<file path="src/rtl/sprite_arb_pkg.sv">
// Shared types and widths for the sprite RAM fetch arbiter.
// Owner tags are OWNER_W bits wide, so up to 16 requesters are supported.
package sprite_arb_pkg;

  localparam int INDEX_W = 8;
  localparam int LINE_W  = 4;
  localparam int DATA_W  = 16;
  localparam int LEN_W   = 4;
  localparam int OWNER_W = 4;

  typedef enum logic {
    IDLE  = 1'b0,
    BURST = 1'b1
  } state_e;

  typedef struct packed {
    logic               valid;
    logic [OWNER_W-1:0] owner;
    logic               last;
  } tag_t;

  // Sprite lines wrap within the 16-line sprite.
  function automatic logic [LINE_W-1:0] next_line(input logic [LINE_W-1:0] line);
    return line + 1'b1;
  endfunction

endpackage

</file>
<file path="src/rtl/sprite_fetch_arbiter_if.sv">
// Requester, sprite RAM and response signals of the fetch arbiter.
// master = requesters/RAM side, slave = arbiter side.
interface sprite_fetch_arbiter_if #(
  parameter int NUM_REQ = 2
);
  import sprite_arb_pkg::*;

  logic [NUM_REQ-1:0]              req_valid;
  logic [NUM_REQ-1:0]              req_ready;
  logic [NUM_REQ-1:0][INDEX_W-1:0] req_index;
  logic [NUM_REQ-1:0][LINE_W-1:0]  req_line;
  logic [NUM_REQ-1:0][LEN_W-1:0]   req_len;
  logic                            ram_hold;
  logic [INDEX_W-1:0]              ram_index;
  logic [LINE_W-1:0]               ram_line;
  logic [DATA_W-1:0]               ram_data;
  logic [NUM_REQ-1:0]              rsp_valid;
  logic [DATA_W-1:0]               rsp_data;
  logic                            rsp_last;

  modport master (
    output req_valid, req_index, req_line, req_len, ram_hold, ram_data,
    input  req_ready, ram_index, ram_line, rsp_valid, rsp_data, rsp_last
  );

  modport slave (
    input  req_valid, req_index, req_line, req_len, ram_hold, ram_data,
    output req_ready, ram_index, ram_line, rsp_valid, rsp_data, rsp_last
  );

endinterface

</file>
<file path="src/rtl/rr_arbiter.sv">
// Round-robin one-hot grant; search starts at the requester after the last accepted one.
module rr_arbiter #(
  parameter int NUM_REQ = 2,
  parameter int PTR_W   = 1
) (
  input  logic               clk,
  input  logic               rst_n,
  input  logic [NUM_REQ-1:0] req,
  input  logic               enable,
  input  logic               accept,
  output logic [NUM_REQ-1:0] grant,
  output logic [PTR_W-1:0]   grant_idx
);

  logic [PTR_W-1:0] ptr_q;
  logic [PTR_W-1:0] cand;
  logic             found;
  int               pos;

  always_comb begin
    grant     = '0;
    grant_idx = '0;
    found     = 1'b0;
    cand      = '0;
    pos       = 0;
    for (int k = 0; k < NUM_REQ; k++) begin
      pos = int'(ptr_q) + k;
      if (pos >= NUM_REQ) pos = pos - NUM_REQ;
      cand = PTR_W'(pos);
      if (enable && !found && req[cand]) begin
        grant[cand] = 1'b1;
        grant_idx   = cand;
        found       = 1'b1;
      end
    end
  end

  // Pointer only moves on an accepted grant, so a lone requester keeps winning.
  always_ff @(posedge clk or negedge rst_n) begin
    if (!rst_n) begin
      ptr_q <= '0;
    end else if (accept) begin
      ptr_q <= (grant_idx == PTR_W'(NUM_REQ - 1)) ? '0 : grant_idx + 1'b1;
    end
  end

endmodule

</file>
<file path="src/rtl/sprite_fetch_arbiter.sv">
// Shares the sprite RAM read port between NUM_REQ burst requesters and routes
// each returned line back to its owner, in issue order, RD_LAT+1 cycles after issue.
module sprite_fetch_arbiter
  import sprite_arb_pkg::*;
#(
  parameter int NUM_REQ = 2,
  parameter int RD_LAT  = 1
) (
  input logic                     CLK_100,
  input logic                     RESET_N,
  sprite_fetch_arbiter_if.slave   bus
);

  localparam int PTR_W = (NUM_REQ > 1) ? $clog2(NUM_REQ) : 1;

  state_e               state_q, state_d;
  logic [NUM_REQ-1:0]   grant;
  logic [PTR_W-1:0]     grant_idx;
  logic                 arb_en, accept, issue, last_beat;
  logic [INDEX_W-1:0]   index_q;
  logic [LINE_W-1:0]    line_q;
  logic [LEN_W-1:0]     len_q, beat_q;
  logic [OWNER_W-1:0]   owner_q;
  tag_t                 issue_tag;
  tag_t                 tag_p [RD_LAT+1];
  logic [DATA_W-1:0]    rsp_data_p;

  // Grant only from IDLE, never while the RAM is being written or in reset.
  assign arb_en = RESET_N && (state_q == IDLE) && !bus.ram_hold;

  rr_arbiter #(
    .NUM_REQ (NUM_REQ),
    .PTR_W   (PTR_W)
  ) u_rr (
    .clk       (CLK_100),
    .rst_n     (RESET_N),
    .req       (bus.req_valid),
    .enable    (arb_en),
    .accept    (accept),
    .grant     (grant),
    .grant_idx (grant_idx)
  );

  assign accept        = |grant;
  assign bus.req_ready = grant;
  assign issue         = (state_q == BURST) && !bus.ram_hold;
  assign last_beat     = issue && (beat_q == len_q);

  always_ff @(posedge CLK_100 or negedge RESET_N) begin
    if (!RESET_N) state_q <= IDLE;
    else          state_q <= state_d;
  end

  always_comb begin
    state_d = state_q;
    case (state_q)
      IDLE:    if (accept)    state_d = BURST;
      BURST:   if (last_beat) state_d = IDLE;
      default:                state_d = IDLE;
    endcase
  end

  // Burst context: latched at handshake, address advances once per issued beat.
  always_ff @(posedge CLK_100 or negedge RESET_N) begin
    if (!RESET_N) begin
      index_q <= '0;
      line_q  <= '0;
      len_q   <= '0;
      beat_q  <= '0;
      owner_q <= '0;
    end else if (accept) begin
      index_q <= bus.req_index[grant_idx];
      line_q  <= bus.req_line[grant_idx];
      len_q   <= bus.req_len[grant_idx];
      beat_q  <= '0;
      owner_q <= OWNER_W'(grant_idx);
    end else if (issue) begin
      beat_q  <= beat_q + 1'b1;
      line_q  <= next_line(line_q);
    end
  end

  assign bus.ram_index = index_q;
  assign bus.ram_line  = line_q;

  // Tag pipeline stage boundary: one entry per issued beat, aligned with the RAM latency.
  assign issue_tag = '{valid: issue, owner: owner_q, last: last_beat};

  always_ff @(posedge CLK_100 or negedge RESET_N) begin
    if (!RESET_N) begin
      for (int k = 0; k <= RD_LAT; k++) tag_p[k] <= '0;
      rsp_data_p <= '0;
    end else begin
      tag_p[0] <= issue_tag;
      for (int k = 1; k <= RD_LAT; k++) tag_p[k] <= tag_p[k-1];
      rsp_data_p <= bus.ram_data;
    end
  end

  always_comb begin
    bus.rsp_valid = '0;
    for (int i = 0; i < NUM_REQ; i++) begin
      bus.rsp_valid[i] = tag_p[RD_LAT].valid && (tag_p[RD_LAT].owner == OWNER_W'(i));
    end
  end

  assign bus.rsp_last = tag_p[RD_LAT].valid && tag_p[RD_LAT].last;
  assign bus.rsp_data = rsp_data_p;

endmodule

</file>
<file path="src/flat_wrapper.sv">
// flat-port wrapper written by rule: the top's interface ports become plain ports
module sprite_fetch_arbiter_flat import sprite_arb_pkg::*;
#(
  parameter int NUM_REQ = 2,
  parameter int RD_LAT  = 1
)
  (CLK_100, RESET_N, bus_req_valid, bus_req_index, bus_req_line, bus_req_len, bus_ram_hold, bus_ram_data, bus_req_ready, bus_ram_index, bus_ram_line, bus_rsp_valid, bus_rsp_data, bus_rsp_last);
  sprite_fetch_arbiter_if #(.NUM_REQ(NUM_REQ)) bus_i ();
  input logic CLK_100;
  input logic RESET_N;
  input wire logic [$bits(bus_i.req_valid)-1:0] bus_req_valid;
  input wire logic [$bits(bus_i.req_index)-1:0] bus_req_index;
  input wire logic [$bits(bus_i.req_line)-1:0] bus_req_line;
  input wire logic [$bits(bus_i.req_len)-1:0] bus_req_len;
  input wire logic [$bits(bus_i.ram_hold)-1:0] bus_ram_hold;
  input wire logic [$bits(bus_i.ram_data)-1:0] bus_ram_data;
  output wire logic [$bits(bus_i.req_ready)-1:0] bus_req_ready;
  output wire logic [$bits(bus_i.ram_index)-1:0] bus_ram_index;
  output wire logic [$bits(bus_i.ram_line)-1:0] bus_ram_line;
  output wire logic [$bits(bus_i.rsp_valid)-1:0] bus_rsp_valid;
  output wire logic [$bits(bus_i.rsp_data)-1:0] bus_rsp_data;
  output wire logic [$bits(bus_i.rsp_last)-1:0] bus_rsp_last;
  assign bus_i.req_valid = bus_req_valid;
  assign bus_i.req_index = bus_req_index;
  assign bus_i.req_line = bus_req_line;
  assign bus_i.req_len = bus_req_len;
  assign bus_i.ram_hold = bus_ram_hold;
  assign bus_i.ram_data = bus_ram_data;
  assign bus_req_ready = bus_i.req_ready;
  assign bus_ram_index = bus_i.ram_index;
  assign bus_ram_line = bus_i.ram_line;
  assign bus_rsp_valid = bus_i.rsp_valid;
  assign bus_rsp_data = bus_i.rsp_data;
  assign bus_rsp_last = bus_i.rsp_last;
  sprite_fetch_arbiter #(.NUM_REQ(NUM_REQ), .RD_LAT(RD_LAT)) u_core (.CLK_100(CLK_100), .RESET_N(RESET_N), .bus(bus_i));
endmodule
</file>
<file path="config.mk">
export PLATFORM = sky130hd
export DESIGN_NAME = sprite_fetch_arbiter_flat
export DESIGN_NICKNAME = d
export VERILOG_FILES = /design/src/rtl/sprite_arb_pkg.sv /design/src/rtl/sprite_fetch_arbiter_if.sv /design/src/rtl/rr_arbiter.sv /design/src/rtl/sprite_fetch_arbiter.sv /design/src/flat_wrapper.sv
export SDC_FILE = /design/constraint.sdc
export NUM_CORES = 1
export LEC_CHECK = 0
export CAP_MARGIN = 20
export CORE_MARGIN = 4
export CORE_UTILIZATION = 41
export CTS_BUF_LIST = sky130_fd_sc_hd__clkbuf_8
export DETAILED_ROUTE_END_ITERATION = 8
export PLACE_DENSITY = 0.9
export SYNTH_ARGS = -nofsm -noshare
export SYNTH_HDL_FRONTEND = slang
export SYNTH_SLANG_ARGS = --single-unit
</file>
<file path="constraint.sdc">
create_clock -name CLK_100 -period 1.57 [get_ports CLK_100]
set_input_delay 0.314 -clock CLK_100 [delete_from_list [all_inputs] [get_ports CLK_100]]
set_output_delay 0.314 -clock CLK_100 [all_outputs]
set_load 0.01 [all_outputs]
</file>
==> results.cfg, run 1 <==
[outcome]
status = finished, violations left
failed_checks = setup timing

[power]
cellInternalPower_w = 0.002878
combinational_power_share_pct = 36.1
totalPowerFinal_w = 0.004107
p_clk_share_pct = 21.6
pwr-share-seq_pct = 42.3
switching_power_w = 0.001229
power_density_mw_per_mm2 = 1419
swShare_pct = 29.92
p_leak_nw = 1.329
worst_ir_drop_vdd_mv = 0.7975

[synth]
synth_edf_count = 0
yosysMostFrequentCell = dfrtp_1
most_area_hungry_cell_type_in_the_yosys_netlist = dfrtp_1
yosysTopAreaCellShare_pct = 65.22
synth-async-reset-ratio_pct = 100.0
syn-num-nets = 192
synth_area_per_cell_sq_um = 12.60
synthTopCellsByArea = dfrtp_1 (65%), a222oi_1 (8.1%), nor2_1 (3.5%)
yosysUniqueCellTypes = 28
synth_seq_area_share_pct = 65.22
number_of_synthesized_register_bits = 45
synthCells = 137
synth.cell_area_sq_mm = 0.001727
ys.flop_type = dfrtp_1
yosysWarnings = 0
synth.cells.most_frequent = dfrtp_1 (45), nor2_1 (16), a222oi_1 (14), inv_1 (12), nand2_1 (8)

[setup_path]
ff2ff_path_depth = 7
crit-reg2reg-capture = u_core.bus.ram_index[1]$_DFFE_PN0P_
worst-path-max-fanout = 2
worstPathRequired_ns = 1.26
criticalPathCategory = reg -> out
r2r_setup_slack_ns = -0.11
worst_setup_path_start_kind = register
crit_end_category = output port
worstReg2RegStart = u_core.state_q$_DFF_PN0_
critPathArrivalTime_ns = 1.38

[route]
via_per_inst = 5.095
post-route-drc-count = 0
wl_microns = 4887
vias = 1498
wl_per_cell_microns = 16.62
detailedRoute.firstPassIterationCount = 7
route.antenna.remaining_nets = 0
dr.first_iter.drc_count = 136

[timing]
finalSetupTns_ns = -0.8985
relSlewSlack_pct = 63.03
fmaxAchievable_mhz = 591.3
report.final.setup_viol = 17
rsz_0062_raised_after_global_routing = yes
post-route-min-period_ns = 1.691
timing_hold_violations_final = 0
timing.final.ws_setup_ns = -0.1212
transition_time_of_the_tightest_slew_check_pin_ns = 0.5546
period_share_pct = 107.7
timing_max_transition_violations_final = 0
timing.clock.skew_ns = 0.004915

[placement]
io_buffers = 85
place.detailed.instances = 279
gp_congestion = 0.8042
dp_hpwl_microns = 3359

[clock_network]
tritoncts.num_buffers = 5
ctsHoldBuffers = 0
clock_sink_count = 45
clk-insertion-delay-late_ns = 0.29
path_clk_slew_ns = 0.08
root_buffer = clkbuf_8
cts_tree = built
cts-root-to-sink-buffers = 2
clock_tree.htree_level_count = 2

[die]
fp.dieW_microns = 72.90
floorplan.rows = 23
design.core.area_sq_mm = 0.004029
fp.dieArea_sq_mm = 0.005314
io-pin-count = 86
start_util_pct = 42.86
fp.dieH_microns = 72.90

[min_path]
worstHoldPathType = in -> async

[grt]
grt_util_met3_pct = 3.581
global_route.usage.met2_pct = 34.57
global_route.peak_usage_layer = met2
grt-ovfl-total = 0
met1_usage_pct = 20.97
grt_start_max_net_pins = 46
grt_pass1_vias = 1628
grt_first_pass_wirelength_microns = 7486
antenna_found_initial = 0
track_usage_pct = 18.99

[finish]
final_util_pct = 71.86
fillCellCount = 282
area_growth_syn_to_layout_pct = 67.68
final_layout_size_suffix_gt1_share_pct = 15.98
diodes = 0
layout.cells.non_filler = 294
nNetsFinal = 298

[job]
cap_viol_max_count = 0
final cells by class:
class	count	area, sq um	share of cell area (%)
Sequential cell	45	1126	38.89
Tap cell	50	62.56	2.161
Inverter	13	48.80	1.685
Clock buffer	6	82.58	2.852
Timing Repair Buffer	104	1015	35.05
Multi-Input combinational cell	74	526.8	18.19
Clock inverter	2	33.78	1.167
kinds of logic after synthesis:
family | synth area share [%]
adders and majority gates | 1.449
xor gates and xnor gates | 3.551
DFF | 65.22
buffers and inverters | 5.289
AOI/OAI and AO/OA | 13.12
and+or+nand+nor | 11.38
registers in the layout (all words and copies together) (netlist names):
name / cells
u_core.state_q: 1
u_core.beat_q: 4
u_core.tag_p: 6
u_core.bus.rsp_data: 16
u_core.owner_q: 1
u_core.len_q: 4
u_core.bus.ram_index: 8
u_core.bus.ram_line: 4
u_core.u_rr.ptr_q: 1
layout by cell type, fill, tap and decap left out, types with 3 or more instances in the layout:
cell type	count
clkdlybuf4s50_1	74
dfrtp_1	45
nor2_1	16
buf_4	16
a222oi_1	14
inv_1	13
nand2_1	8
dlygate4sd2_1	8
clkbuf_8	6
xnor2_1	4
xor2_1	3
nand3_1	3
a22oi_1	3
buf_6	3
power by group through the flow:
stage               clock [W]  sequential (W)  combinational, W
finish               0.000889         0.00174           0.00148
detailed placement          0         0.00176           0.00141
floorplan                   0         0.00180          0.000621
CTS                  0.000913         0.00173           0.00146
global placement            0         0.00175           0.00136
global route         0.000942         0.00177           0.00161
per-layer routing:
metal | vias to the layer above | routed length, microns
met5 | - | 0
met4 | 0 | 141
met3 | 14 | 289
met2 | 65 | 2639
met1 | 723 | 1817
li1 | 696 | -
worst max path at each step:
stage | from | to | slack [ns] | cells past startpoint
final | u_core.state_q$_DFF_PN0_ | bus_req_ready[1] | -0.12 | 4
after global routing | u_core.state_q$_DFF_PN0_ | bus_req_ready[1] | -0.16 | 4
after CTS | u_core.state_q$_DFF_PN0_ | bus_req_ready[1] | -0.08 | 4
after detailed placement | bus_ram_hold | bus_req_ready[1] | -0.57 | 4
after global placement | bus_ram_hold | bus_req_ready[1] | -0.56 | 4
after floorplan | u_core.state_q$_DFF_PN0_ | u_core.bus.ram_index[3]$_DFFE_PN0P_ | 0.25 | 5
per-stage QoR:
| stage | hold WS, ns | setup WS (ns) | area [sq um] |
|---|---|---|---|
| floorplan | 0.01841 | 0.2478 | 1727 |
| global placement | 0.3346 | -0.5557 | 2695 |
| detailed placement | 0.3401 | -0.5705 | 2695 |
| CTS | 0.2285 | -0.08153 | 2873 |
| global route | 0.2621 | -0.1596 | 2895 |
| finish | 0.2062 | -0.1212 | 2895 |
worst max-delay path, cell delays in order (launching register included):
cell	delay (ns)
dfrtp_1	0.40
nor3b_2	0.23
buf_4	0.15
and3_4	0.20
buf_6	0.10
what timing repair did:
action | CTS | global route
setup endpoints to repair | 18 | 17
gates resized for setup | 19 | 6
setup buffers | 4 | 2
pin swaps | 2 | 4
gates cloned | 1 | 0
Power figures use the tool's default switching activity.
==> run 2, diff against run 1 <==
--- a/config.mk
+++ b/config.mk
@@ -10,7 +10,8 @@
 export CORE_UTILIZATION = 41
 export CTS_BUF_LIST = sky130_fd_sc_hd__clkbuf_8
 export DETAILED_ROUTE_END_ITERATION = 8
-export PLACE_DENSITY = 0.9
+export PLACE_DENSITY = 0.94
+export SKIP_LAST_GASP = 1
 export SYNTH_ARGS = -nofsm -noshare
 export SYNTH_HDL_FRONTEND = slang
 export SYNTH_SLANG_ARGS = --single-unit
==> constraint.sdc (replaced) <==
create_clock -name CLK_100 -period 1.8 [get_ports CLK_100]
set_input_delay 0.36 -clock CLK_100 [delete_from_list [all_inputs] [get_ports CLK_100]]
set_output_delay 0.36 -clock CLK_100 [all_outputs]
set_load 0.01 [all_outputs]
==> run 2 against run 1 <==
Compared with the run above:
- the flow now finishes without violations
- clock power is 13% lower
- first-iteration DRC count is 17% higher
- critical path depth is 1 lower
- non-clock buffer count is 8 lower
- flip-flop and latch count stayed put
- global-route usage is 1.9 points lower
- final cell count is 2.7% lower
- clock skew is 0.0085 ns higher
- register-to-register slack better by 0.25 ns
- largest cell class unchanged
==> results.cfg, run 2 (synthesis gave the netlist of run 1 again) <==
[outcome]
status = completed

[setup_path]
crit_end_category = output port
worstReg2RegStart = u_core.state_q$_DFF_PN0_
criticalPathCategory = reg -> out
ff2ff_path_depth = 6
worstPathRequired_ns = 1.44
worst-path-max-fanout = 3
critPathArrivalTime_ns = 1.43
critical_path.startpoint = u_core.state_q$_DFF_PN0_
worst_setup_path_start_kind = register

[clock_network]
clk-insertion-delay-late_ns = 0.30
cts-root-to-sink-buffers = 2
clock_tree.htree_level_count = 2
ctsHoldBuffers = 0
root_buffer = clkbuf_8
tritoncts.num_buffers = 5
cts_tree = built
clock_sink_count = 45
path_clk_slew_ns = 0.09

[placement]
dp_hpwl_microns = 3127
gp_congestion = 0.7850
placedInstanceArea_sq_mm = 0.002668
place.detailed.instances = 277
io_buffers = 85

[timing]
report.final.setup_viol = 0
timing.clock.skew_ns = 0.01338
post-route-min-period_ns = 1.789
transition_time_of_the_tightest_slew_check_pin_ns = 0.6781
timing_hold_violations_final = 0
relSlewSlack_pct = 54.79
rsz_0062_raised_after_global_routing = yes
period_share_pct = 99.38
timing_max_transition_violations_final = 0
fmaxAchievable_mhz = 559.0

[route]
wl_per_cell_microns = 14.66
dr.first_iter.drc_count = 159
wl_microns = 4194
via_per_inst = 5.059
detailedRoute.firstPassIterationCount = 4
post-route-drc-count = 0
vias = 1447
route.antenna.remaining_nets = 0

[finish]
mostFrequentLayoutCells = clkdlybuf4s50_1 (81), dfrtp_1 (45), nor2_1 (16)
commonest_non_fill_non_tap_cell_in_the_layout = clkdlybuf4s50_1
fin_area_sq_mm = 0.002798
layout.cells.non_filler = 286
nNetsFinal = 290
area_growth_syn_to_layout_pct = 62.03
largest_register_ff_count = 16
diodes = 0
final_layout_size_suffix_gt1_share_pct = 13.14

[grt]
track_usage_pct = 17.07
grt-ovfl-total = 0
grt_first_pass_wirelength_microns = 6948
antenna_found_initial = 0
grt_start_max_net_pins = 46
grt_pass1_vias = 1440

[power]
p_leak_nw = 1.247
totalPowerFinal_w = 0.003480
power_density_mw_per_mm2 = 1244
worst_ir_drop_vdd_mv = 0.6267

[die]
fp.dieArea_sq_mm = 0.005314
floorplan.rows = 23
start_util_pct = 42.86
fp.dieH_microns = 72.90
design.core.area_sq_mm = 0.004029
io-pin-count = 86
fp.dieW_microns = 72.90

[min_path]
worstHoldPathType = in -> async

[job]
cap_viol_max_count = 0
run 2: changes by cell type in the layout (fill, tap and decap cells not counted), sizes merged:
cell | before | now
clkdlybuf4s50 | 74 | 81
clkdlybuf4s15 | 0 | 1
inv | 14 | 15
dlygate4sd2 | 8 | 1
clkbuf | 7 | 5
buf | 21 | 13
run 2: final cells by class:
type	count	area [sq um]
sequential	45	1126
clock inverter	3	47.55
timing repair buffer	96	923.4
tap	50	62.56
inverter	13	48.80
multi-input combinational	74	520.5
clock buffer	5	68.82
fill	308	1231
run 2: power by group:
part | switching (W) | internal (W)
sequential | 0.000212 | 0.00131
clock | 0.000351 | 0.000423
combinational | 0.000477 | 0.000706
total | 0.00104 | 0.00244
run 2: what timing repair did:
item | 4_1_cts | 5_1_grt
setup endpoints to repair | 2 | 7
resized for setup | 9 | 1
setup buffers | 1 | 0
pin swaps | 3 | 4
run 2: final timing paths:
check	slack (ns)	to
setup reg to reg	0.14	u_core.bus.ram_line[2]$_DFFE_PN0P_
max in group asynchronous	1.17	u_core.len_q[1]$_DFFE_PN0P_
hold reg to reg	0.36	u_core.tag_p[0]$_DFF_PN0_
min in group CLK_100	0.36	u_core.tag_p[0]$_DFF_PN0_
setup / recovery	0.01	bus_req_ready[0]
hold / removal	0.25	u_core.tag_p[6]$_DFF_PN0_
run 2: critical path, cell delays in order (launching register included):
cell and delay (ns):
dfrtp_1 0.41, nor3b_4 0.25, and3_1 0.24, clkdlybuf4s15_2 0.23
run 2: through the flow:
stage | setup WS, ns | setup TNS (ns) | utilization [%] | hold WS, ns
after floorplan | 0.4432 | 0 | - | 0.06441
after global placement | -0.3711 | -1.869 | 66.21 | 0.3342
after detailed placement | -0.4299 | -3.082 | 66.21 | 0.3385
after CTS | 0.01779 | 0 | 69.60 | 0.2617
after global routing | -0.04133 | -0.1056 | 69.44 | 0.2879
final | 0.01121 | 0 | 69.44 | 0.2498
run 2: per-layer routing:
| metal | track usage, % | vias up | wire [microns] |
|---|---|---|---|
| li1 | - | 683 | - |
| met1 | 20.00 | 701 | 1537 |
| met2 | 30.56 | 58 | 2238 |
| met3 | 5.372 | 5 | 379 |
| met4 | 3.689 | 0 | 38 |
| met5 | 0 | - | 0 |
